## src/rtl/move_entry.sv

```systemverilog
// move_entry: debounced move push-button front end for tic-tac-toe.
// Validates the selected cell and issues one move or reject strobe per press.
//
// Parameters:
//   DEBOUNCE_CYCLES  stable btn_s cycles needed for a press or a release (1..255)
// Build option:
//   MOVE_ENTRY_OCC_CHECK_EN  when defined, an occupied cell is refused
// Ports:
//   clk, reset   clock, synchronous active-high reset
//   btn_raw      raw asynchronous push-button
//   cell_sel     selected cell 0..8
//   gend         1 = game still running
//   board        2 bits per cell, cell n at [2n+1:2n], 00 = empty
//   move_valid   one-cycle accepted-move strobe
//   move_cell    cell of last accepted move
//   move_mark    mark of last accepted move (01 = X, 10 = O)
//   cur_player   player to move next (0 = X, 1 = O)
//   reject       one-cycle refused-attempt strobe
module move_entry #(
    parameter int DEBOUNCE_CYCLES = 4
) (
    input  logic        clk,
    input  logic        reset,
    input  logic        btn_raw,
    input  logic [3:0]  cell_sel,
    input  logic        gend,
    input  logic [17:0] board,
    output logic        move_valid,
    output logic [3:0]  move_cell,
    output logic [1:0]  move_mark,
    output logic        cur_player,
    output logic        reject
);

    typedef enum logic [1:0] {
        S_IDLE,
        S_DEBOUNCE,
        S_CHECK,
        S_RELEASE
    } state_t;

    localparam logic [7:0] LP_DB = 8'(DEBOUNCE_CYCLES);

    state_t      r_state;
    logic [1:0]  r_sync;
    logic [7:0]  r_cnt;
    logic        r_move_valid;
    logic        r_reject;
    logic [3:0]  r_move_cell;
    logic [1:0]  r_move_mark;
    logic        r_cur_player;

    logic        w_btn_s;
    logic [7:0]  w_cnt_inc;
    logic        w_cnt_done;
    logic        w_range_ok;
    logic        w_occ_ok;
    logic        w_accept;

    assign w_btn_s = r_sync[1];

    // Saturating increment; reaching the threshold counts this cycle.
    assign w_cnt_inc  = (r_cnt == 8'hFF) ? r_cnt : r_cnt + 8'd1;
    assign w_cnt_done = (w_cnt_inc >= LP_DB);

    assign w_range_ok = (cell_sel <= 4'd8);

`ifdef MOVE_ENTRY_OCC_CHECK_EN
    logic [1:0] w_field;

    always_comb begin
        w_field = 2'b00;
        for (int i = 0; i < 9; i++) begin
            if (cell_sel == 4'(i)) begin
                w_field = board[2*i +: 2];
            end
        end
    end

    assign w_occ_ok = (w_field == 2'b00);
`else
    // Board logic downstream owns the occupancy check in this build.
    logic w_unused_board;
    assign w_unused_board = ^board;
    assign w_occ_ok       = 1'b1;
`endif

    assign w_accept = gend && w_range_ok && w_occ_ok;

    always_ff @(posedge clk) begin
        if (reset) begin
            r_sync       <= 2'b00;
            r_cnt        <= 8'd0;
            // Start in RELEASE so a button held through reset is ignored.
            r_state      <= S_RELEASE;
            r_move_valid <= 1'b0;
            r_reject     <= 1'b0;
            r_move_cell  <= 4'd0;
            r_move_mark  <= 2'b00;
            r_cur_player <= 1'b0;
        end else begin
            r_sync       <= {r_sync[0], btn_raw};
            r_move_valid <= 1'b0;
            r_reject     <= 1'b0;
            unique case (r_state)
                S_IDLE: begin
                    if (w_btn_s) begin
                        if (w_cnt_done) begin
                            r_cnt   <= 8'd0;
                            r_state <= S_CHECK;
                        end else begin
                            r_cnt   <= w_cnt_inc;
                            r_state <= S_DEBOUNCE;
                        end
                    end else begin
                        r_cnt <= 8'd0;
                    end
                end
                S_DEBOUNCE: begin
                    if (!w_btn_s) begin
                        r_cnt   <= 8'd0;
                        r_state <= S_IDLE;
                    end else if (w_cnt_done) begin
                        r_cnt   <= 8'd0;
                        r_state <= S_CHECK;
                    end else begin
                        r_cnt <= w_cnt_inc;
                    end
                end
                S_CHECK: begin
                    if (w_accept) begin
                        r_move_valid <= 1'b1;
                        r_move_cell  <= cell_sel;
                        r_move_mark  <= r_cur_player ? 2'b10 : 2'b01;
                        r_cur_player <= ~r_cur_player;
                    end else begin
                        r_reject <= 1'b1;
                    end
                    r_cnt   <= 8'd0;
                    r_state <= S_RELEASE;
                end
                S_RELEASE: begin
                    if (w_btn_s) begin
                        r_cnt <= 8'd0;
                    end else if (w_cnt_done) begin
                        r_cnt   <= 8'd0;
                        r_state <= S_IDLE;
                    end else begin
                        r_cnt <= w_cnt_inc;
                    end
                end
                default: begin
                    r_cnt   <= 8'd0;
                    r_state <= S_RELEASE;
                end
            endcase
        end
    end

    assign move_valid = r_move_valid;
    assign reject     = r_reject;
    assign move_cell  = r_move_cell;
    assign move_mark  = r_move_mark;
    assign cur_player = r_cur_player;

endmodule

```

## config.mk

```make
export PLATFORM = sky130hd
export DESIGN_NAME = move_entry
export DESIGN_NICKNAME = d
export VERILOG_FILES = /design/src/rtl/move_entry.sv
export SDC_FILE = /design/constraint.sdc
export NUM_CORES = 1
export LEC_CHECK = 0
export ABC_AREA = 0
export ABC_CLOCK_PERIOD_IN_PS = 1600
export CORE_MARGIN = 3
export CORE_UTILIZATION = 38
export CTS_CLUSTER_DIAMETER = 50
export DETAILED_ROUTE_END_ITERATION = 7
export GPL_TIMING_DRIVEN = 0
export PLACE_DENSITY = 0.76
export SLEW_MARGIN = 25
export SYNTH_ARGS = -nofsm -noshare
export SYNTH_HDL_FRONTEND = slang
export SYNTH_SLANG_ARGS = --single-unit
```

## constraint.sdc

```tcl
create_clock -name clk -period 1.6 [get_ports clk]
set_input_delay 0.32 -clock clk [delete_from_list [all_inputs] [get_ports clk]]
set_output_delay 0.32 -clock clk [all_outputs]
set_load 0.01 [all_outputs]
```

Yosys cells after proc, flatten, opt, wreduce, memory -nomap -nowiden:

Index checks and enable logic that the tools add are counted.

* flip-flop bits (word level): 21
* bits of input ports: 26
* output and inout port bits: 9
* logic and storage cells: 42

* $add $sub $neg: 1
* $lt $le $gt $ge: 2
* equality and inequality tests: 8
* multiplexer cells: 15
* bitwise logic cells: 2
* reduce and logical (&&, ||, !) cells: 6

Operators by type and width (number)
* $mux 8: 4
* $pmux 8 s3: 1
* $mux 2: 7
* $add 8x1->8 const B: 1
* $eq 8x8->1 const B: 1
* $ge 8x3->1 const B: 1
* $pmux 2 s4: 1
* $ne 2x2->1 const B: 3
* $eq 2x2->1 const B: 2
* $le 4x4->1 const B: 1
* $reduce_and 4->1: 1
* $reduce_or 2->1: 2
* $ne 3x3->1 const B: 1
* $eq 2x1->1 const B: 1
* $logic_not 2->1: 1
* $mux 1: 2
* $not 1->1: 2
* $reduce_and 2->1: 1
* $logic_and 1x1->1: 1

Depth between registers and ports, before layout:

* depth after elaboration: 6
* gate-level depth with buffers: 5
* gate-level depth less buffers: 5

Worst setup path before layout:

OpenSTA, ideal clock, no wires.

* path kind: flip-flop to flip-flop
* from: register r_cnt[0]
* to: register r_state[1]
* setup time: 0.122 ns
* arrival: 1.352 ns
* data required time: 1.478 ns
* slack: 0.126 ns
* cell stages (with the launch flop): 6
* buffers on the path: 0
* path through: dfxtp_1 -> ha_1 -> a21boi_2 -> a21oi_1 -> or2_4 -> a221o_1

* word-level cells in the longest chain between the ends: 6

Ends and longest elaborated chain
* start, declared: line 46 `logic [7:0] r_cnt;`
* start signal, assigned: line 112 `r_cnt <= w_cnt_inc;`
* start signal, assigned: line 127 `r_cnt <= w_cnt_inc;`
* start signal, assigned: line 149 `r_cnt <= w_cnt_inc;`
* $add 8x1->8 or $eq 8x8->1 (tied branches): line 63 `assign w_cnt_inc = (r_cnt == 8'hFF) ? r_cnt : r_cnt + 8'd1;`
* $mux 8 *: line 63
* $ge 8x3->1 *: line 64 `assign w_cnt_done = (w_cnt_inc >= LP_DB);`
* $mux 2: line 108 `if (w_cnt_done) begin`
* $mux 2: line 107 `if (w_btn_s) begin`
* $pmux 2 s4: line 105 `unique case (r_state)`
* end signal, assigned: line 110 `r_state <= S_CHECK;`
* end signal, assigned: line 113 `r_state <= S_DEBOUNCE;`
* end signal, assigned: line 122 `r_state <= S_IDLE;`
* end, declared: line 44 `state_t r_state;`

Every way passes the cells marked *; elsewhere a longest branch is shown, timed or not. The select of a mux whose other input is x is not followed.
A chain may end at the register's enable or synchronous reset.

Worst setup path in the final report:

* from: register r_cnt[1]
* to: register r_state[1]

Same word-level chain as after synthesis.

==> flow_metrics.tcl <==
set metrics [dict create \
    hpwl_um 905.1 \
    cp_slowest_stage_delay_ps 360 \
    synthFlopType "dfxtp_1" \
    hold_path_class "reg -> reg" \
    syn2layout_area_growth_pct 35.40 \
    reg2reg_from "r_cnt[1]" \
    drt-pass1-iter-count 4 \
    clk_path_buf_depth 2 \
    met2_length_um 557 \
    final.setup_skew_ps 3.156 \
    numPortBuffers 16 \
    grt_max_degree 11 \
    min_from "r_sync[0]" \
    run_status "completed" \
    hold_buffers 0 \
    wl_mm 1.167 \
    clock-sinks 20 \
    critPathArrivalTime_ps 1700 \
    first_global_vias 484 \
    via_per_inst 4.513 \
    avgSynthCellArea_um2 10.40 \
    cp_slowest_cell "dfxtp_2" \
    clk_pin_slew_ps 100 \
    top_layer_used "met4" \
    cts_buffers 3 \
    num-nets-final 122 \
    path_max_fanout 4 \
    reg2reg_depth 5 \
    crit_start "r_cnt[1]" \
    ys_types 26 \
    power_density_nw_per_um2 888.1 \
    synth_edf_count 0 \
    met1_length_um 524 \
    grtUsageTotal_pct 10.05 \
    regToRegSetupSlack_ps 80 \
    min_period_over_period_pct 94.81 \
    tritoncts "built" \
    irDropWorstVdd_uv 472.5 \
    antenna_found_initial 0 \
    final_hold_viol_count 0 \
    setup_violations 0 \
    maxCapViolations 0 \
    num_io_pins 35 \
    drive_gt1_share_pct 12.90 \
    synth-seq-area-share_pct 56.64 \
    syn-instance-count 68 \
    final_common_cell "dfxtp_1" \
    leakage_nw 0.4023 \
    drc_errors 0 \
    wl_met3_um 73 \
    layout_setup_ws_ps 83.10 \
    final_antenna_net_count 0 \
    cp-start-kind "flip-flop" \
    worstReg2RegEnd "r_state[1]" \
    worst_hold_path.endpoint "r_sync[1]" \
    cp-end-kind "flip-flop" \
    final_util_pct 58.76 \
    clkLatencyLatePin_ps 290 \
    rows 14 \
    layout_common_cells "dfxtp_1 (17), clkdlybuf4s50_1 (15), nor2_1 (10), conb_1 (6), mux2i_1 (5)" \
    gp_congestion 0.7505 \
    ys_ff_latch 20 \
    drt-initial-drc-count 11 \
    overflow 0 \
    fp.coreArea_um2 1629 \
    cts_root_buffer "clkbuf_4" \
    period_minus_slack_ps 1517 \
    rsz0062_at_grt "no" \
    path_cells "ha_2 > a21boi_2 > a21oi_1 > or2_4 > a221o_1" \
    synthArstFlopShare_pct 0 \
    start_util_pct 43.39 \
    wl_per_cell_um 9.974 \
    slew_violations 0 \
    required_ps 1790 \
    die-height_um 49.13 \
    die_area_um2 2414 \
    via_count 528 \
    synth_warnings 0 \
    fmax_ghz 0.6592 \
    dp_slack_ps -186.5 \
    diodes 0 \
    grt_pass1_wl_mm 1.890 \
    die-width_um 49.13 \
    critical_path_class "reg -> reg" \
    synth.cell_area_um2 706.9 \
    htree_num_levels 1 \
    holdPathStages 1 \
]
## through the flow
step	std cells	power [mW]	hold WS [ps]	instance area (um^2)	TNS, ps
after floorplan	73	0.5946	391.6	725.7	0
after global placement	113	0.6405	419.7	915.9	-781.2
after detailed placement	113	0.6442	432.5	915.9	-753.1
after CTS	116	0.8648	458.4	938.4	0
after global routing	117	0.8881	463.5	957.2	0
final	117	0.8501	450.4	957.2	0
## area by class of cell
class                      instances  area [um^2]
clock buffer                       3        22.52
tap                               24        30.03
timing repair buffer              17        166.4
multi-input combinational         49        315.3
inverter                           2        7.507
buffer                             2        11.26
fill                             149        671.9
sequential                        20        404.1
## critical path: cells and delay by family (launching register included)
| family | cells | cell delay [ps] |
|---|---|---|
| compound gates | 3 | 590 |
| flops | 1 | 360 |
| simple gates | 1 | 280 |
| fa+ha+maj | 1 | 190 |
## sequential cells by signal (all words and copies together) (netlist names)
name        count
r_sync          2
move_valid      1
move_cell       4
r_state         2
r_cnt           8
move_mark       2
reject          1
## power breakdown
| group | internal, mW | switching, mW | leakage [nW] | total, mW |
|---|---|---|---|---|
| sequential | 0.522 | 0.0158 | 0.166 | 0.538 |
| clock | 0.0875 | 0.131 | 0.0138 | 0.218 |
| combinational | 0.0534 | 0.0404 | 0.222 | 0.0937 |
## synth_stat cells, drive strengths merged, types with 2 or more instances
cell	number	area, um^2
mux2i	5	50.05
nor2	10	37.54
a21oi	2	10.01
dfxtp	20	400.4
nand2	2	7.510
inv	2	7.510
nor2b	4	25.02
xor2	2	17.52
nor3	3	15.01
nor4	2	12.51
## repair_timing
action | 4_1_cts | 5_1_grt
resized for setup | 2 | 4
buffers inserted | 0 | 1
cloned | 0 | 0
endpoints found under the setup margin | 1 | 2
## metal layers
metal	vias to the layer above	global-route usage, %
li1	281	-
met1	228	10.30
met2	17	17.86
met3	2	2.141
met4	0	7.109
met5	-	0
## cells by family after synthesis
logic type	after synthesis	share of synthesized area, %
and+or+nand+nor	26	19.12
xor gates and xnor gates	2	2.478
buffers and inverters	4	2.655
DFF	20	56.64
adders and majority gates	1	1.770
AOI/OAI and AO/OA	9	9.735
muxes	5	7.080
other	1	0.5305
## worst max path at each step
stage                         endpoint  slack (ps)  cells past startpoint
after floorplan             r_state[1]         130                      5
after global placement    move_cell[0]        -200                      5
after detailed placement  move_cell[0]        -190                      5
after CTS                   r_state[1]           3                      5
after global routing        r_state[1]          20                      5
final                       r_state[1]          80                      5
(Power assumes the default switching activity.)
